===== src/rtl/split_eval_pkg.sv =====
// Shared types and helpers for the split-stage constraint evaluator arbiter.
// Provides the FSM state type, the statistics width and the round-robin grant search.
package split_eval_pkg;

  typedef enum logic [1:0] {
    IDLE = 2'd0,
    EVAL = 2'd1,
    RESP = 2'd2
  } state_e;

  localparam int STAT_W  = 16;
  localparam int MAX_REQ = 32;

  // First set bit of valid at or after ptr, wrapping at num_req; returns ptr if none is set.
  function automatic int unsigned next_rr(input int unsigned ptr,
                                          input logic [MAX_REQ-1:0] valid,
                                          input int unsigned num_req);
    int unsigned idx;
    logic        found;
    next_rr = ptr;
    found   = 1'b0;
    for (int unsigned i = 0; i < MAX_REQ; i++) begin
      if (i < num_req) begin
        idx = ptr + i;
        if (idx >= num_req) begin
          idx = idx - num_req;
        end
        if (!found && valid[idx]) begin
          next_rr = idx;
          found   = 1'b1;
        end
      end
    end
  endfunction

endpackage


===== src/rtl/split_constraint_eval.sv =====
// Shared combinational constraint evaluator: sat = |((~v) >> SHIFT).
module split_constraint_eval
  import split_eval_pkg::*;
#(
  parameter int VAR_W = 15,
  parameter int SHIFT = 10
) (
  input  logic [VAR_W-1:0] v,
  output logic             sat
);

  logic [VAR_W-1:0] inv_s;

  assign inv_s = ~v;
  assign sat   = |(inv_s >> SHIFT);

endmodule


===== src/rtl/split_eval_arbiter.sv =====
// Round-robin arbiter sharing one constraint evaluator among NUM_REQ requesters.
// Optional hit/miss statistics are enabled by defining SPLIT_EVAL_STATS_EN.
module split_eval_arbiter
  import split_eval_pkg::*;
#(
  parameter int NUM_REQ = 4,
  parameter int VAR_W   = 15,
  parameter int SHIFT   = 10,
  parameter int ID_W    = $clog2(NUM_REQ)
) (
  input  logic                     clk,
  input  logic                     rst_n,
  input  logic [NUM_REQ-1:0]       req_valid,
  input  logic [NUM_REQ*VAR_W-1:0] req_data,
  output logic [NUM_REQ-1:0]       req_ready,
  output logic                     resp_valid,
  input  logic                     resp_ready,
  output logic [ID_W-1:0]          resp_id,
  output logic                     resp_sat,
  output logic [STAT_W-1:0]        sat_count,
  output logic [STAT_W-1:0]        unsat_count
);

  state_e             state_r, state_next_s;
  logic [ID_W-1:0]    rr_ptr_r, id_r, resp_id_r, grant_s, ptr_next_s;
  logic [VAR_W-1:0]   op_r, grant_data_s;
  logic [MAX_REQ-1:0] valid_ext_s;
  logic [NUM_REQ-1:0] req_ready_s;
  logic               any_valid_s, sat_s, handshake_s;
  logic               resp_valid_r, resp_sat_r;

  assign valid_ext_s  = MAX_REQ'(req_valid);
  assign grant_s      = ID_W'(next_rr(32'(rr_ptr_r), valid_ext_s, NUM_REQ));
  assign grant_data_s = req_data[grant_s*VAR_W +: VAR_W];
  assign any_valid_s  = |req_valid;
  assign ptr_next_s   = (grant_s == ID_W'(NUM_REQ-1)) ? {ID_W{1'b0}} : grant_s + 1'b1;
  assign handshake_s  = (state_r == RESP) && resp_valid_r && resp_ready;

  split_constraint_eval #(
    .VAR_W(VAR_W),
    .SHIFT(SHIFT)
  ) u_eval (
    .v  (op_r),
    .sat(sat_s)
  );

  // Next-state and grant decode; no grant is offered while reset is asserted.
  always_comb begin
    state_next_s = state_r;
    req_ready_s  = '0;
    case (state_r)
      IDLE: begin
        if (any_valid_s && rst_n) begin
          req_ready_s[grant_s] = 1'b1;
          state_next_s         = EVAL;
        end else begin
          state_next_s = IDLE;
        end
      end
      EVAL: state_next_s = RESP;
      RESP: begin
        if (handshake_s) begin
          state_next_s = IDLE;
        end else begin
          state_next_s = RESP;
        end
      end
      default: state_next_s = IDLE;
    endcase
  end

  // State, operand capture and response registers.
  always_ff @(posedge clk) begin
    if (!rst_n) begin
      state_r      <= IDLE;
      rr_ptr_r     <= '0;
      op_r         <= '0;
      id_r         <= '0;
      resp_valid_r <= 1'b0;
      resp_id_r    <= '0;
      resp_sat_r   <= 1'b0;
    end else begin
      state_r <= state_next_s;
      case (state_r)
        IDLE: begin
          if (any_valid_s) begin
            op_r     <= grant_data_s;
            id_r     <= grant_s;
            rr_ptr_r <= ptr_next_s;
          end
        end
        EVAL: begin
          resp_sat_r   <= sat_s;
          resp_id_r    <= id_r;
          resp_valid_r <= 1'b1;
        end
        RESP: begin
          if (handshake_s) begin
            resp_valid_r <= 1'b0;
          end
        end
        default: ;
      endcase
    end
  end

  assign req_ready  = req_ready_s;
  assign resp_valid = resp_valid_r;
  assign resp_id    = resp_id_r;
  assign resp_sat   = resp_sat_r;

`ifdef SPLIT_EVAL_STATS_EN
  logic [STAT_W-1:0] sat_count_r, unsat_count_r;

  // Saturating result counters, updated once per response handshake.
  always_ff @(posedge clk) begin
    if (!rst_n) begin
      sat_count_r   <= '0;
      unsat_count_r <= '0;
    end else if (handshake_s) begin
      if (resp_sat_r) begin
        if (sat_count_r != {STAT_W{1'b1}}) begin
          sat_count_r <= sat_count_r + 16'd1;
        end
      end else begin
        if (unsat_count_r != {STAT_W{1'b1}}) begin
          unsat_count_r <= unsat_count_r + 16'd1;
        end
      end
    end
  end

  assign sat_count   = sat_count_r;
  assign unsat_count = unsat_count_r;
`else
  assign sat_count   = 16'h0;
  assign unsat_count = 16'h0;
`endif

endmodule


===== config.mk =====
export PLATFORM = sky130hd
export DESIGN_NAME = split_eval_arbiter
export DESIGN_NICKNAME = d
export VERILOG_FILES = /design/src/rtl/split_eval_pkg.sv /design/src/rtl/split_constraint_eval.sv /design/src/rtl/split_eval_arbiter.sv
export SDC_FILE = /design/constraint.sdc
export NUM_CORES = 1
export LEC_CHECK = 0
export BUFFER_PORTS_ARGS = -buffer_cell sky130_fd_sc_hd__buf_2
export CAP_MARGIN = 25
export CORE_MARGIN = 4
export CORE_UTILIZATION = 30
export CTS_CLUSTER_SIZE = 30
export DETAILED_ROUTE_END_ITERATION = 7
export SLEW_MARGIN = 5
export SYNTH_ARGS = -nofsm -noshare
export SYNTH_HDL_FRONTEND = slang
export SYNTH_SLANG_ARGS = --single-unit
export TNS_END_PERCENT = 20

===== constraint.sdc =====
create_clock -name clk -period 4.1 [get_ports clk]
set_input_delay 0.205 -clock clk [delete_from_list [all_inputs] [get_ports clk]]
set_output_delay 0.205 -clock clk [all_outputs]
set_load 0.1 [all_outputs]

* Yosys cells after proc, flatten, opt, wreduce, memory -nomap -nowiden
Index checks and enable logic that the tools add are counted.
** Cells by class
- $add $sub $neg :: 8
- $mul :: 1
- $lt $le $gt $ge :: 10
- Equal/unequal tests :: 4
- Shift operators :: 1
- Multiplexer cells :: 29
- Bitwise logic cells :: 1
- Reductions and logical operators :: 16
** Operators with widths (count)
- 32-bit by 6-bit less-than comparator with 1-bit output (second input constant) :: 4
- 32-bit 2-to-1 mux :: 4
- 60-bit by 7-bit indexed part select with 15-bit output :: 1
- 1-bit binary-select mux with 5-bit select :: 4
- 15-bit inverter :: 1
- 2-bit 2-to-1 mux :: 6
- 3-bit by 3-bit subtractor with 4-bit output (second input constant) :: 3
- 1-bit 2-to-1 mux :: 10
- 3-bit greater-or-equal comparator (second input constant) :: 3
- 4-bit 2-to-1 mux :: 2
- 1-bit logical AND :: 7
- 2-bit by 2-bit adder with 3-bit output (second input constant) :: 2
- 2-bit by 4-bit multiplier with 6-bit output (second input constant) :: 1
- 2-bit one-hot mux with 3 select lines :: 1
- 5-bit OR reduction :: 1
- 2-bit equality test (second input constant) :: 2
- 2-bit AND reduction :: 2
- 4-bit OR reduction :: 1
- 2-bit by 3-bit subtractor with 4-bit output (second input constant) :: 1
- 2-bit by 1-bit adder with 3-bit output (second input constant) :: 1
- 2-bit by 3-bit greater-or-equal comparator with 1-bit output (second input constant) :: 1
- 1-bit zero test :: 3
- 2-bit by 3-bit less-than comparator with 1-bit output (second input constant) :: 1
- 2-bit by 1-bit adder with 2-bit output (second input constant) :: 1
- 7 further kinds :: 7
** Storage, ports and cells
- Bits in registers :: 25
- Input bits :: 67
- Word-level logic and storage cells :: 77

* Logic depth before layout (Yosys ltp)
Gate-level depths: netlist (run 1).
- Depth after elaboration :: 20
- Mapped depth :: 12
- Mapped depth without buffers :: 10

* Cells and area by module
From an unflattened synthesis (run 1), not the netlist that was laid out.
** Second synthesis, totals
- Cell total of the unflattened synthesis :: 406
- Area, all modules :: 2718.9 µm²
** By module, submodules not included
- split_eval_arbiter :: instances 1, cells each 404, area each 2707.6 µm², seq. area each 500.5 µm²
- split_constraint_eval :: instances 1, cells each 2, area each 11.3 µm², seq. area each 0.0 µm²

* Least setup slack after synthesis (run 1)
No wires, ideal clock.
- Path type :: register -> output
- Start :: reg rr_ptr_r[0]
- End :: out req_ready[0]
- Arrival time :: 3033 ps
- Data required time :: 3895 ps
- Setup slack :: 862 ps
- Stages on the path, launching flop included :: 11
- Path buffers :: 2
- Cell sequence :: dfxtp_1 -> buf_6 -> inv_1 -> ha_1 -> a21bo_2 -> nor4_1 -> o32ai_2 -> xnor2_2 -> buf_6 -> ha_1 -> and3_1
** Between the ends
- Word-level cells in the longest chain between the ends :: 20
- Elaborated cells between the ends (all ways) :: 43
- Those cells by class :: 7 x add/sub; 6 x order compare; 23 x mux; 7 x reduce/logical
** Ends and longest elaborated chain
- from (decl) :: line split_eval_arbiter.sv:25 : logic [ID_W-1:0] rr_ptr_r, id_r, resp_id_r, grant_s, ptr_next_s;
- from (signal assigned) :: line split_eval_arbiter.sv:89 : rr_ptr_r <= ptr_next_s;
- branches (longest 13 deep; another with 3-bit by 3-bit subtractor with 4-bit output)
- 2-bit 2-to-1 mux * :: line split_eval_pkg.sv:28 : if (!found && valid[idx]) begin
- 2-bit by 3-bit less-than comparator with 1-bit output (implied by the code) / 2-bit by 1-bit greater-or-equal comparator with 1-bit output (equally long branches) :: line split_eval_arbiter.sv:54 : req_ready_s[grant_s] = 1'b1;
- 1-bit logical AND (implied by the code) :: line split_eval_arbiter.sv:54
- 1-bit 2-to-1 mux (implied by the code) :: line split_eval_arbiter.sv:54
- 1-bit demux with 2-bit select * :: line split_eval_arbiter.sv:54
- 4-bit 2-to-1 mux * :: line split_eval_arbiter.sv:53 : if (any_valid_s && rst_n) begin
- 4-bit 2-to-1 mux * :: line split_eval_arbiter.sv:51 : case (state_r)
- to (decl) :: line split_eval_arbiter.sv:15 : output logic [NUM_REQ-1:0] req_ready,
Mark *: on every way between the ends. The select of a mux whose other input is x is not followed.

* Worst setup path in the final report (run 1)
- Start :: reg rr_ptr_r[1]
- End :: out req_ready[1]
** Between the ends
- Word-level cells in the longest chain between the ends :: 20
- Elaborated cells between the ends (all ways) :: 43
- Those cells by class :: 7 x add/sub; 6 x order compare; 23 x mux; 7 x reduce/logical
** Ends and longest elaborated chain (line)
- branches (longest 13 deep; another with 3-bit by 3-bit subtractor with 4-bit output)
- 2-bit 2-to-1 mux * :: split_eval_pkg.sv:28
- via grant_s[0] :: split_eval_arbiter.sv:25
- 2-bit by 3-bit less-than comparator with 1-bit output (implied by the code) / 2-bit by 1-bit greater-or-equal comparator with 1-bit output (equally long branches) :: split_eval_arbiter.sv:54
- 1-bit logical AND (implied by the code) :: split_eval_arbiter.sv:54
- 1-bit 2-to-1 mux (implied by the code) :: split_eval_arbiter.sv:54
- 1-bit demux with 2-bit select * :: split_eval_arbiter.sv:54
- 4-bit 2-to-1 mux * :: split_eval_arbiter.sv:53
- 4-bit 2-to-1 mux * :: split_eval_arbiter.sv:51
Mark *: on every way through the listed nets, which the timed path passes. The select of a mux whose other input is x is not followed.

==> results by group, run 1 <==
Status
  • Result of the run: finished, final reports clean

STA
  • Final number of hold-violating endpoints: 0
  • Setup repair after global routing missed its margin: false
  • Setup total negative slack: 0 ns
  • Finish-stage setup viols: 0
  • Maximum operating frequency: 286.2 MHz
  • Post-route minimum period: 3.494 ns
  • Final cycle utilization of the critical path: 85.22%
  • Post-Route Skew: 0.006640 ns
  • Relative slew slack: 58.92%
  • Fin. max-slew vios: 0
  • Tightest Pin Transition: 0.6114 ns

Worst setup path
  • Maximum cell stage delay along the critical path: 0.51 ns
  • Critical Path Fanout Max: 9
  • Reg-to-reg setup timing slack: 1.08 ns
  • Critical-path top delay cell: sky130_fd_sc_hd__dfxtp_1
  • Type of the worst setup path: reg -> out
  • Cell type group with the largest total delay on the critical path: adder cells
  • Chain of cells forming the critical path: inv_1 > ha_1 > a21bo_2 > nor4_1 > o32ai_2 > xnor2_2 > inv_1 > ha_1 > and3_1 > buf_2
  • Launching element type of the critical path: register
  • WP data required: 3.89 ns
  • Critical Path AT: 3.29 ns
  • Sum of buffers and inverters on the critical path: 3
  • Element type at the critical path end: output port

Global routing
  • Global Route Usage Sum: 9.153%
  • Antenna violations before repair: 0
  • Global route overflow: 0
  • Wire length of the first global-routing pass: 4.015 mm
  • Number of global-route vias before repair: 885
  • Pin count of the biggest net entering global routing: 20

Logic synthesis
  • Flip-flop and latch count after synthesis: 15
  • Post-synth top area cell: sky130_fd_sc_hd__dfxtp_1
  • Number of instances in the synthesized netlist: 150
  • Sequential cell area fraction in the yosys report: 22.08%
  • Syn Std Cell Area: 0.001360 mm²
  • Area fraction in compound gates after synthesis: 17.39%
  • Combinational family with the most area after synthesis: buffers and inverters
  • Count of different cell masters after synthesis: 41
  • Proportion of synthesized area in mux cells: 14.72%
  • Area share of and/or/nand/nor cells after synthesis: 13.98%
  • Synthesized-area fraction occupied by adder cells: 7.360%
  • Mean post-synth cell area: 9.067 µm²
  • Ranking of synthesized cells by area: sky130_fd_sc_hd__dfxtp_1 (22%), sky130_fd_sc_hd__buf_4 (18%), sky130_fd_sc_hd__mux2i_1 (9.6%)
  • XOR/XNOR share of the synthesized area: 1.840%
  • Synth Warn #: 0
  • Share of Yosys cell area claimed by the top area cell type: 22.08%

Clocking
  • H-tree Lvls: 1
  • TritonCTS clock tree: done
  • Hold Buf Count CTS: 0
  • Post CTS Setup Buffer Count: 0
  • Clk sinks: 15
  • Post-CTS clock slew at the launch and capture registers of the worst setup and hold paths: 0.06 ns
  • TritonCTS Buffers: 3
  • Clock Tree Root: sky130_fd_sc_hd__clkbuf_8
  • Maximum number of buffers from clock root to sink: 2
  • # resized after CTS: 0
  • Clk_lat worst skew: 0.25 ns

Placed design
  • GP Congestion: 0.7978
  • Total of buffers placed on input and output ports: 34
  • Post-detailed-placement cell area: 0.001453 mm²
  • DP Wirelength: 2.127 mm

Final layout
  • Nets@finish: 260
  • Signed area change from the synthesized netlist to the final layout: 10.58%
  • Fin area: 0.001504 mm²
  • Share of layout cells above drive strength 1: 28.80%
  • Diodes inserted: 0

Detailed routing
  • Post-route met1 wirelength: 1.200 mm
  • Residual antenna-violating net count after detailed routing: 0
  • Detailed-router iteration count before antenna repair: 4
  • Sum of met3 wire segment lengths after detailed routing: 180 µm
  • Uppermost routed layer: met4
  • Mean number of vias per cell: 4.462
  • Total Wirelength: 2.679 mm
  • Routed wirelength normalized by instance count: 11.35 µm
  • DRC violations left: 0
  • Detailed-routed wire length on met2: 1.276 mm
  • Vias after detailed routing: 1053
  • First DRT Iteration DRCs: 26

Die
  • Standard cell core area: 0.004384 mm²
  • Standard-cell rows: 24
  • I/O pins: 107
  • Overall die height: 75.33 µm
  • Die ar.: 0.005675 mm²
  • Die X-Extent: 75.33 µm
  • Initial Utilization: 31.02%

Pwr
  • Worst VDD drop: 0.3246 mV
  • Leakage power summed over all cells: 0.7684 nW
  • Power density over the cells: 713.9 mW/mm²

Run
  • Maximum capacitance violations: 0

Worst hold path
  • Type of the tightest min-delay check: in -> reg
## power by group
part | internal (mW) | switching [mW] | leakage (nW)
sequential | 0.183 | 0.0243 | 0.124
combinational | 0.245 | 0.503 | 0.619
clock | 0.0673 | 0.0519 | 0.0255
total | 0.495 | 0.579 | 0.768
## final timing paths
| kind | start | endpoint | cells past startpoint |
|---|---|---|---|
| worst max-delay path | rr_ptr_r[1] | req_ready[1] | 10 |
| worst min-delay path | req_data[29] | op_r[14] | 3 |
| worst max register to register | rr_ptr_r[1] | op_r[14] | 9 |
| worst min register to register | op_r[13] | resp_sat | 1 |
## synth_stat cells (all sizes together)
library cell,instances
a31o,1
o221a,1
o41ai,1
a21bo,1
a32o,1
a21oi,1
a31oi,2
nand2b,3
o31ai,1
nand3,5
o21ai,2
and4,1
ha,8
mux2i,14
nor2b,4
nor2,2
mux4,1
conb,1
a211oi,3
or3,1
o32ai,1
nor4,3
mux2,3
o221ai,5
dfxtp,15
o211a,2
buf,34
clkbuf,5
and3,4
o21bai,1
nand2,7
a21boi,1
o21a,1
a2111oi,1
xnor2,2
and2,3
inv,6
nor3,2
## through the flow
step	setup slack, ns	hold slack [ns]	utilization (%)	cells	power [mW]
CTS	0.5869	0.2428	34.19	235	1.086
global placement	0.9682	0.4527	33.13	231	0.9528
floorplan	0.8619	0.4047	-	181	0.8795
global route	0.3216	0.2476	34.30	236	1.161
detailed placement	0.8679	0.4582	33.13	231	0.9627
finish	0.6060	0.2403	34.30	236	1.074
## cells in the final DEF (no fill, tap or decap), drive strengths merged, types with 3 or more instances in the layout
master	netlist	routed
nand3	5	5
mux2i	14	14
a211oi	3	3
nand2b	3	3
nand2	7	7
ha	8	8
and3	4	4
and2	3	3
o221ai	5	5
buf	34	37
clkbuf	5	4
mux2	3	3
dfxtp	15	15
inv	6	6
nor4	3	3
conb	1	32
nor2b	4	4
## tightest hold or removal path, stage by stage
cell                       delay, ns
sky130_fd_sc_hd__buf_2          0.07
sky130_fd_sc_hd__mux2i_1        0.05
sky130_fd_sc_hd__o221ai_1       0.13
## logic make-up after synthesis
kind of cell             after synthesis
AND/OR/NAND/NOR                       35
adder cells (fa/ha/maj)                8
AO/OA/AOI/OAI                         26
XOR/XNOR                               2
flip-flops                            15
other                                  1
multiplexers                          18
buffers and inverters                 45
## flip-flops by register name, indices dropped and copies added (netlist names)
register and count:
resp_id 2, id_r 2, resp_valid 1, state_r 2, rr_ptr_r 2, resp_sat 1
op_r 5
## per-layer routing
layer / up-vias / global-route usage [%]
met2: 32 / 14.67
met5: - / 0
li1: 541 / -
met4: 0 / 2.330
met3: 4 / 2.902
met1: 476 / 11.95
## final cells by class
cell class,instances,area [µm²]
Inverter,6,22.52
Multi-Input combinational cell,121,872.1
Sequential cell,15,300.3
Clock buffer,3,41.29
Tap cell,52,65.06
Timing Repair Buffer,38,197.7
Fill cell,457,2880
Clock inverter,1,5.005
(Power assumes the default switching activity.)
==> run 2: changes to the inputs <==
--- a/config.mk
+++ b/config.mk
@@ -9,6 +9,7 @@
 export CAP_MARGIN = 25
 export CORE_MARGIN = 4
 export CORE_UTILIZATION = 30
+export CTS_BUF_LIST = sky130_fd_sc_hd__clkbuf_4
 export CTS_CLUSTER_SIZE = 30
 export DETAILED_ROUTE_END_ITERATION = 7
 export SLEW_MARGIN = 5
==> run 2 against run 1 <==
Net effect: cell area decreased by 1.2%; routed wire length decreased by 1.2%; combinational power about the same; power decreased by 3.5%; flip-flop and latch count unchanged; critical endpoint unchanged; count of clock-buffer cells in the layout unchanged.
==> results by group, run 2 (same netlist as run 1, synthesis figures left out) <==
Die
  • Standard-cell rows: 24 (unchanged)
  • I/O pins: 107 (unchanged)
  • Initial Utilization: 31.02% (unchanged)
  • Standard cell core area: 0.004384 mm² (unchanged)
  • Overall die height: 75.33 µm (unchanged)
  • Die ar.: 0.005675 mm² (unchanged)
  • Die X-Extent: 75.33 µm (unchanged)

Worst setup path
  • Element type at the critical path end: output port
  • WP data required: 3.89 ns (about the same)
  • Critical Path Fanout Max: 9 (unchanged)
  • Launching element type of the critical path: register
  • Critical Path AT: 3.30 ns (about the same)
  • Type of the worst setup path: reg -> out

Placed design
  • Worst slack, placed: 0.8679 ns (unchanged)
  • Number of instances in the placed design: 231 (unchanged)
  • Total of buffers placed on input and output ports: 34 (unchanged)
  • DP Wirelength: 2.127 mm (unchanged)
  • GP Congestion: 0.7978 (unchanged)

STA
  • Final cycle utilization of the critical path: 85.40% (+0.18 points)
  • Tightest Pin Transition: 0.6133 ns (+0.001811 ns)
  • Setup repair after global routing missed its margin: false
  • Maximum operating frequency: 285.6 MHz (-0.21%)
  • Relative slew slack: 58.80% (-0.12 points)
  • Final number of hold-violating endpoints: 0 (unchanged)
  • Worst hold margin: 0.2003 ns (-0.03996 ns)
  • Post-route minimum period: 3.501 ns (+0.007417 ns)
  • Setup total negative slack: 0 ns (unchanged)
  • Fin. max-slew vios: 0 (unchanged)
  • Post-Route Skew: 0.007619 ns (+0.0009788 ns)
  • Final critical-path setup slack: 0.5986 ns (-0.007417 ns)
  • Finish-stage setup viols: 0 (unchanged)

Final layout
  • Nets@finish: 260 (unchanged)
  • Number of flip-flops in the largest register: 5 (unchanged)
  • Share of layout cells above drive strength 1: 28.80% (unchanged)
  • Highest-count cells in the layout ignoring fill and taps: sky130_fd_sc_hd__buf_2 (34), sky130_fd_sc_hd__conb_1 (32), sky130_fd_sc_hd__dfxtp_1 (15)
  • Top register by number of flip-flops: op_r
  • Most frequent standard cell in the layout excluding fill and tap cells: sky130_fd_sc_hd__buf_2
  • Count of non-filler cells in the finished layout: 236 (unchanged)
  • Filler cell count in the final layout: 460 (+0.66%)
  • Utilization after layout: 33.88% (-0.43 points)
  • Signed area change from the synthesized netlist to the final layout: 9.199%
  • Diodes inserted: 0 (unchanged)

Clocking
  • H-tree Lvls: 1 (unchanged)
  • Post-CTS clock slew at the launch and capture registers of the worst setup and hold paths: 0.09 ns (+0.03 ns)
  • Hold Buf Count CTS: 0 (unchanged)
  • TritonCTS Buffers: 3 (unchanged)
  • Clk sinks: 15 (unchanged)
  • TritonCTS clock tree: done
  • Maximum number of buffers from clock root to sink: 2 (unchanged)
  • # resized after CTS: 0 (unchanged)
  • Post CTS Setup Buffer Count: 0 (unchanged)
  • Clk_lat worst skew: 0.29 ns (+0.04 ns)
  • Clock Tree Root: sky130_fd_sc_hd__clkbuf_4

Pwr
  • Leakage power summed over all cells: 0.7606 nW (-1.0%)
  • Power density over the cells: 697.7 mW/mm² (-2.3%)
  • Worst VDD drop: 0.3083 mV (-5.0%)

Detailed routing
  • Mean number of vias per cell: 4.517 (+1.2%)
  • Vias after detailed routing: 1066 (+1.2%)
  • Residual antenna-violating net count after detailed routing: 0 (unchanged)
  • First DRT Iteration DRCs: 30 (+15%)
  • Routed wirelength normalized by instance count: 11.22 µm (-1.2%)
  • DRC violations left: 0 (unchanged)
  • Detailed-router iteration count before antenna repair: 4 (unchanged)
  • Total Wirelength: 2.647 mm (-1.2%)

Worst hold path
  • Type of the tightest min-delay check: in -> reg

Run
  • Maximum capacitance violations: 0 (unchanged)

Global routing
  • Wire length of the first global-routing pass: 4.015 mm (unchanged)
  • Global Route Usage Sum: 8.935% (-0.22 points)
  • Number of global-route vias before repair: 899 (+1.6%)
  • Antenna violations before repair: 0 (unchanged)
  • Global route overflow: 0 (unchanged)
  • Pin count of the biggest net entering global routing: 20 (unchanged)

Status
  • Result of the run: finished, final reports clean
==> run 2: cell counts in the layout (fill, tap and decap cells not counted) <==
No cell type changed its count.
==> run 2: area by class of cell <==
class                           instances  area (µm²)  share of cell area [%]
Multi-Input combinational cell        121       872.1                   58.72
Sequential cell                        15       300.3                   20.22
Timing Repair Buffer                   38       197.7                   13.31
Tap cell                               52       65.06                   4.381
Clock buffer                            3       22.52                   1.516
Inverter                                6       22.52                   1.516
Clock inverter                          1       5.005                  0.3370
==> run 2: stage by stage <==
step / cell area (µm²) / total power, mW
finish: 1485 / 1.036
global route: 1485 / 1.125
CTS: 1480 / 1.050
detailed placement: 1453 / 0.9627
global placement: 1453 / 0.9528
floorplan: 1476 / 0.8795
==> run 2: path summary, 6_finish.rpt <==
kind / from / to / cells past startpoint / slack (ns)
setup / recovery: rr_ptr_r[1] / req_ready[1] / 10 / 0.60
hold reg to reg: op_r[13] / resp_sat / 1 / 0.48
hold / removal: req_data[29] / op_r[14] / 3 / 0.20
setup reg to reg: rr_ptr_r[1] / op_r[14] / 9 / 1.12
==> run 2: worst max-delay path, stage by stage (launching register included) <==
cell                      delay (ns)
sky130_fd_sc_hd__dfxtp_1        0.51
sky130_fd_sc_hd__inv_1          0.11
sky130_fd_sc_hd__ha_1           0.46
sky130_fd_sc_hd__a21bo_2        0.27
sky130_fd_sc_hd__nor4_1         0.29
sky130_fd_sc_hd__o32ai_2        0.19
sky130_fd_sc_hd__xnor2_2        0.39
sky130_fd_sc_hd__inv_1          0.13
sky130_fd_sc_hd__ha_1           0.21
sky130_fd_sc_hd__and3_1         0.16
sky130_fd_sc_hd__buf_2          0.29
==> run 2: routing by layer <==
metal | wire length (µm) | GRT usage (%) | up-vias | part of all wire (%)
met3 | 204 | 2.902 | 0 | 7.7
met2 | 1308 | 14.86 | 37 | 49
met1 | 1133 | 11.87 | 488 | 43
li1 | - | - | 541 | -
met4 | 0 | 0.5825 | 0 | 0
met5 | 0 | 0 | - | 0
==> run 2: power by group <==
| part | switching, mW | internal [mW] | leakage (nW) |
|---|---|---|---|
| Sequential | 0.0238 | 0.182 | 0.124 |
| Combinational | 0.502 | 0.245 | 0.619 |
| Clock | 0.0473 | 0.0363 | 0.0177 |
| Total | 0.573 | 0.463 | 0.761 |
==> run 3: changes to the inputs <==
--- a/config.mk
+++ b/config.mk
@@ -6,12 +6,14 @@
 export NUM_CORES = 1
 export LEC_CHECK = 0
 export BUFFER_PORTS_ARGS = -buffer_cell sky130_fd_sc_hd__buf_2
-export CAP_MARGIN = 25
+export CELL_PAD_IN_SITES_DETAIL_PLACEMENT = 0
+export CELL_PAD_IN_SITES_GLOBAL_PLACEMENT = 1
 export CORE_MARGIN = 4
 export CORE_UTILIZATION = 30
 export CTS_BUF_LIST = sky130_fd_sc_hd__clkbuf_4
 export CTS_CLUSTER_SIZE = 30
 export DETAILED_ROUTE_END_ITERATION = 7
+export PLACE_DENSITY_LB_ADDON = 0.1
 export SLEW_MARGIN = 5
 export SYNTH_ARGS = -nofsm -noshare
 export SYNTH_HDL_FRONTEND = slang
==> run 3 against run 2 <==
Net effect: via count rose by 0.66%; clock skew fell by 0.0035 ns; largest cell class unchanged; sequential power rose by 7%; final cell count fell by 0.85%; die area did not move; core utilization fell by 0.26 points; critical path depth fell by 1; global-route usage rose by 2.2 points; cell area fell by 0.76%; maximum frequency fell by 2.6%; critical path type unchanged; non-clock buffer count fell by 2.
==> results by group, run 3 (same netlist as run 1, synthesis figures left out) <==
Status
  • Result of the run: finished, final reports clean

Worst setup path
  • Worst Reg2Reg Path Length in Cells: 9 (unchanged)
  • Cell type with the highest occurrence count on the critical path: sky130_fd_sc_hd__ha_1
  • Chain of cells forming the critical path: inv_1 > ha_1 > a21bo_2 > nor4_1 > o32ai_2 > xnor2_2 > ha_1 > and3_1 > buf_2
  • Maximum cell stage delay along the critical path: 0.51 ns (about the same)
  • WP data required: 3.89 ns (about the same)
  • Critical Path AT: 3.39 ns (+0.09 ns)
  • Critical Path Fanout Max: 11 (+2)
  • Critical-path top delay cell: sky130_fd_sc_hd__dfxtp_2
  • Launch point of the critical path: rr_ptr_r[0]
  • Source of the worst register-to-register timing path: rr_ptr_r[0]
  • Element type at the critical path end: output port
  • Type of the worst setup path: reg -> out
  • Launching element type of the critical path: register

STA
  • Tightest Pin Transition: 1.021 ns (+0.4082 ns)
  • Final number of hold-violating endpoints: 0 (unchanged)
  • Post-route minimum period: 3.595 ns (+0.09336 ns)
  • Setup total negative slack: 0 ns (unchanged)
  • Maximum operating frequency: 278.2 MHz (-2.6%)
  • Post-Route Skew: 0.004082 ns (-0.003537 ns)
  • Fin. max-slew vios: 0 (unchanged)
  • Final critical-path setup slack: 0.5052 ns (-0.09336 ns)
  • Setup repair after global routing missed its margin: false
  • Finish-stage setup viols: 0 (unchanged)
  • Relative slew slack: 31.38% (-27 points)
  • Worst hold margin: 0.2029 ns (+0.002641 ns)
  • Final cycle utilization of the critical path: 87.68% (+2.3 points)

Clocking
  • Clock Tree Root: sky130_fd_sc_hd__clkbuf_4
  • TritonCTS Buffers: 3 (unchanged)
  • # resized after CTS: 0 (unchanged)
  • Maximum number of buffers from clock root to sink: 2 (unchanged)
  • Hold Buf Count CTS: 0 (unchanged)
  • Post-CTS clock slew at the launch and capture registers of the worst setup and hold paths: 0.09 ns (about the same)
  • Clk sinks: 15 (unchanged)
  • H-tree Lvls: 1 (unchanged)
  • Post CTS Setup Buffer Count: 0 (unchanged)
  • Clk_lat worst skew: 0.28 ns (about the same)
  • TritonCTS clock tree: done

Die
  • Initial Utilization: 31.02% (unchanged)
  • I/O pins: 107 (unchanged)
  • Overall die height: 75.33 µm (unchanged)
  • Die ar.: 0.005675 mm² (unchanged)
  • Standard-cell rows: 24 (unchanged)
  • Die X-Extent: 75.33 µm (unchanged)
  • Standard cell core area: 0.004384 mm² (unchanged)

Pwr
  • Worst VDD drop: 0.3038 mV (-1.4%)
  • Internal Dissipation: 0.4597 mW (-0.74%)
  • Fraction of power consumed by the clock network: 8.2% (about the same)
  • Portion of total power attributed to sequential cells: 21.1% (+1.2 points)
  • Power density over the cells: 707.2 mW/mm² (+1.4%)
  • Switching part of the total power: 55.90% (+0.59 points)
  • Switching power of the nets: 0.5826 mW (+1.7%)
  • Leakage power summed over all cells: 0.7516 nW (-1.2%)
  • Proportion of power drawn by combinational gates: 70.7% (-1.4 points)

Placed design
  • Post-detailed-placement cell area: 0.001445 mm² (-0.52%)
  • Number of instances in the placed design: 230 (-0.43%)
  • Worst slack, placed: 0.6147 ns (-0.2532 ns)
  • Total of buffers placed on input and output ports: 34 (unchanged)
  • DP Wirelength: 2.381 mm (+12%)
  • GP Congestion: 0.7216 (-9.6%)

Detailed routing
  • First DRT Iteration DRCs: 17 (-43%)
  • Vias after detailed routing: 1073 (+0.66%)
  • Routed wirelength normalized by instance count: 12.81 µm (+14%)
  • Total Wirelength: 2.998 mm (+13%)
  • Residual antenna-violating net count after detailed routing: 0 (unchanged)
  • DRC violations left: 0 (unchanged)
  • Detailed-router iteration count before antenna repair: 4 (unchanged)
  • Mean number of vias per cell: 4.585 (+1.5%)

Final layout
  • Number of flip-flops in the largest register: 5 (unchanged)
  • Share of layout cells above drive strength 1: 28.57% (-0.23 points)
  • Signed area change from the synthesized netlist to the final layout: 8.371%
  • Highest-count cells in the layout ignoring fill and taps: sky130_fd_sc_hd__buf_2 (34), sky130_fd_sc_hd__conb_1 (32), sky130_fd_sc_hd__dfxtp_1 (14)
  • Count of non-filler cells in the finished layout: 234 (-0.85%)
  • Top register by number of flip-flops: op_r
  • Diodes inserted: 0 (unchanged)
  • Nets@finish: 258 (-0.77%)
  • Filler cell count in the final layout: 474 (+3.0%)
  • Most frequent standard cell in the layout excluding fill and tap cells: sky130_fd_sc_hd__buf_2
  • Fin area: 0.001474 mm² (-0.76%)

Global routing
  • Pin count of the biggest net entering global routing: 20 (unchanged)
  • Antenna violations before repair: 0 (unchanged)
  • Global Route Usage Sum: 11.18% (+2.2 points)
  • Number of global-route vias before repair: 1102 (+23%)
  • Wire length of the first global-routing pass: 4.926 mm (+23%)
  • Global route overflow: 0 (unchanged)

Run
  • Maximum capacitance violations: 0 (unchanged)

Worst hold path
  • Number of stages on the worst hold path: 3 (unchanged)
  • Startpoint of the worst hold path: req_data[29]
  • Type of the tightest min-delay check: in -> reg
==> run 3: cell types whose count changed in the layout (fill, tap and decap cells not counted), sizes merged <==
cell	previous run	this run
buf	37	36
clkbuf	4	3
==> run 3: worst max-delay path: cells and delay by family (launching register included) <==
kind / cells / cell delay, ns
and+or+nand+nor: 2 / 0.42
AOI/OAI and AO/OA: 2 / 0.46
buffers and inverters: 2 / 0.57
adders and majority gates: 2 / 0.71
DFF: 1 / 0.51
xor gates and xnor gates: 1 / 0.45
==> run 3: metrics by stage <==
step,total power [mW],utilization [%]
floorplan,0.8795,-
detailed placement,0.9610,32.96
CTS,1.058,33.59
finish,1.042,33.62
global route,1.136,33.62
global placement,0.9571,32.96
==> run 3: path summary, 6_finish.rpt <==
check	end	slack, ns
worst max-delay path	req_ready[2]	0.51
worst min-delay path	op_r[14]	0.20
worst max register to register	op_r[13]	0.97
worst min register to register	resp_sat	0.46
==> run 3: cell type report <==
class	count	area (µm²)	area share, %
clock buffer	3	22.52	1.528
clock inverter	1	5.005	0.3396
inverter	6	22.52	1.528
multi-input combinational	121	872.1	59.17
sequential	15	301.5	20.46
tap	52	65.06	4.414
timing repair buffer	36	185.2	12.56
==> run 3: power by group through the flow <==
stage                     combinational [mW]  clock (mW)  sequential (mW)
after floorplan                        0.642           0            0.237
after global placement                 0.735           0            0.223
after detailed placement               0.738           0            0.223
after CTS                              0.744      0.0933            0.220
after global routing                   0.808       0.102            0.227
final                                  0.737      0.0850            0.220
==> run 3: metal layers <==
| metal | up-vias | global-route usage (%) | share of wire (%) |
|---|---|---|---|
| met5 | - | 0 | 0 |
| met4 | 0 | 5.049 | 1.6 |
| met3 | 4 | 1.451 | 6.2 |
| met2 | 39 | 18.79 | 49 |
| met1 | 491 | 14.24 | 44 |
| li1 | 539 | - | - |
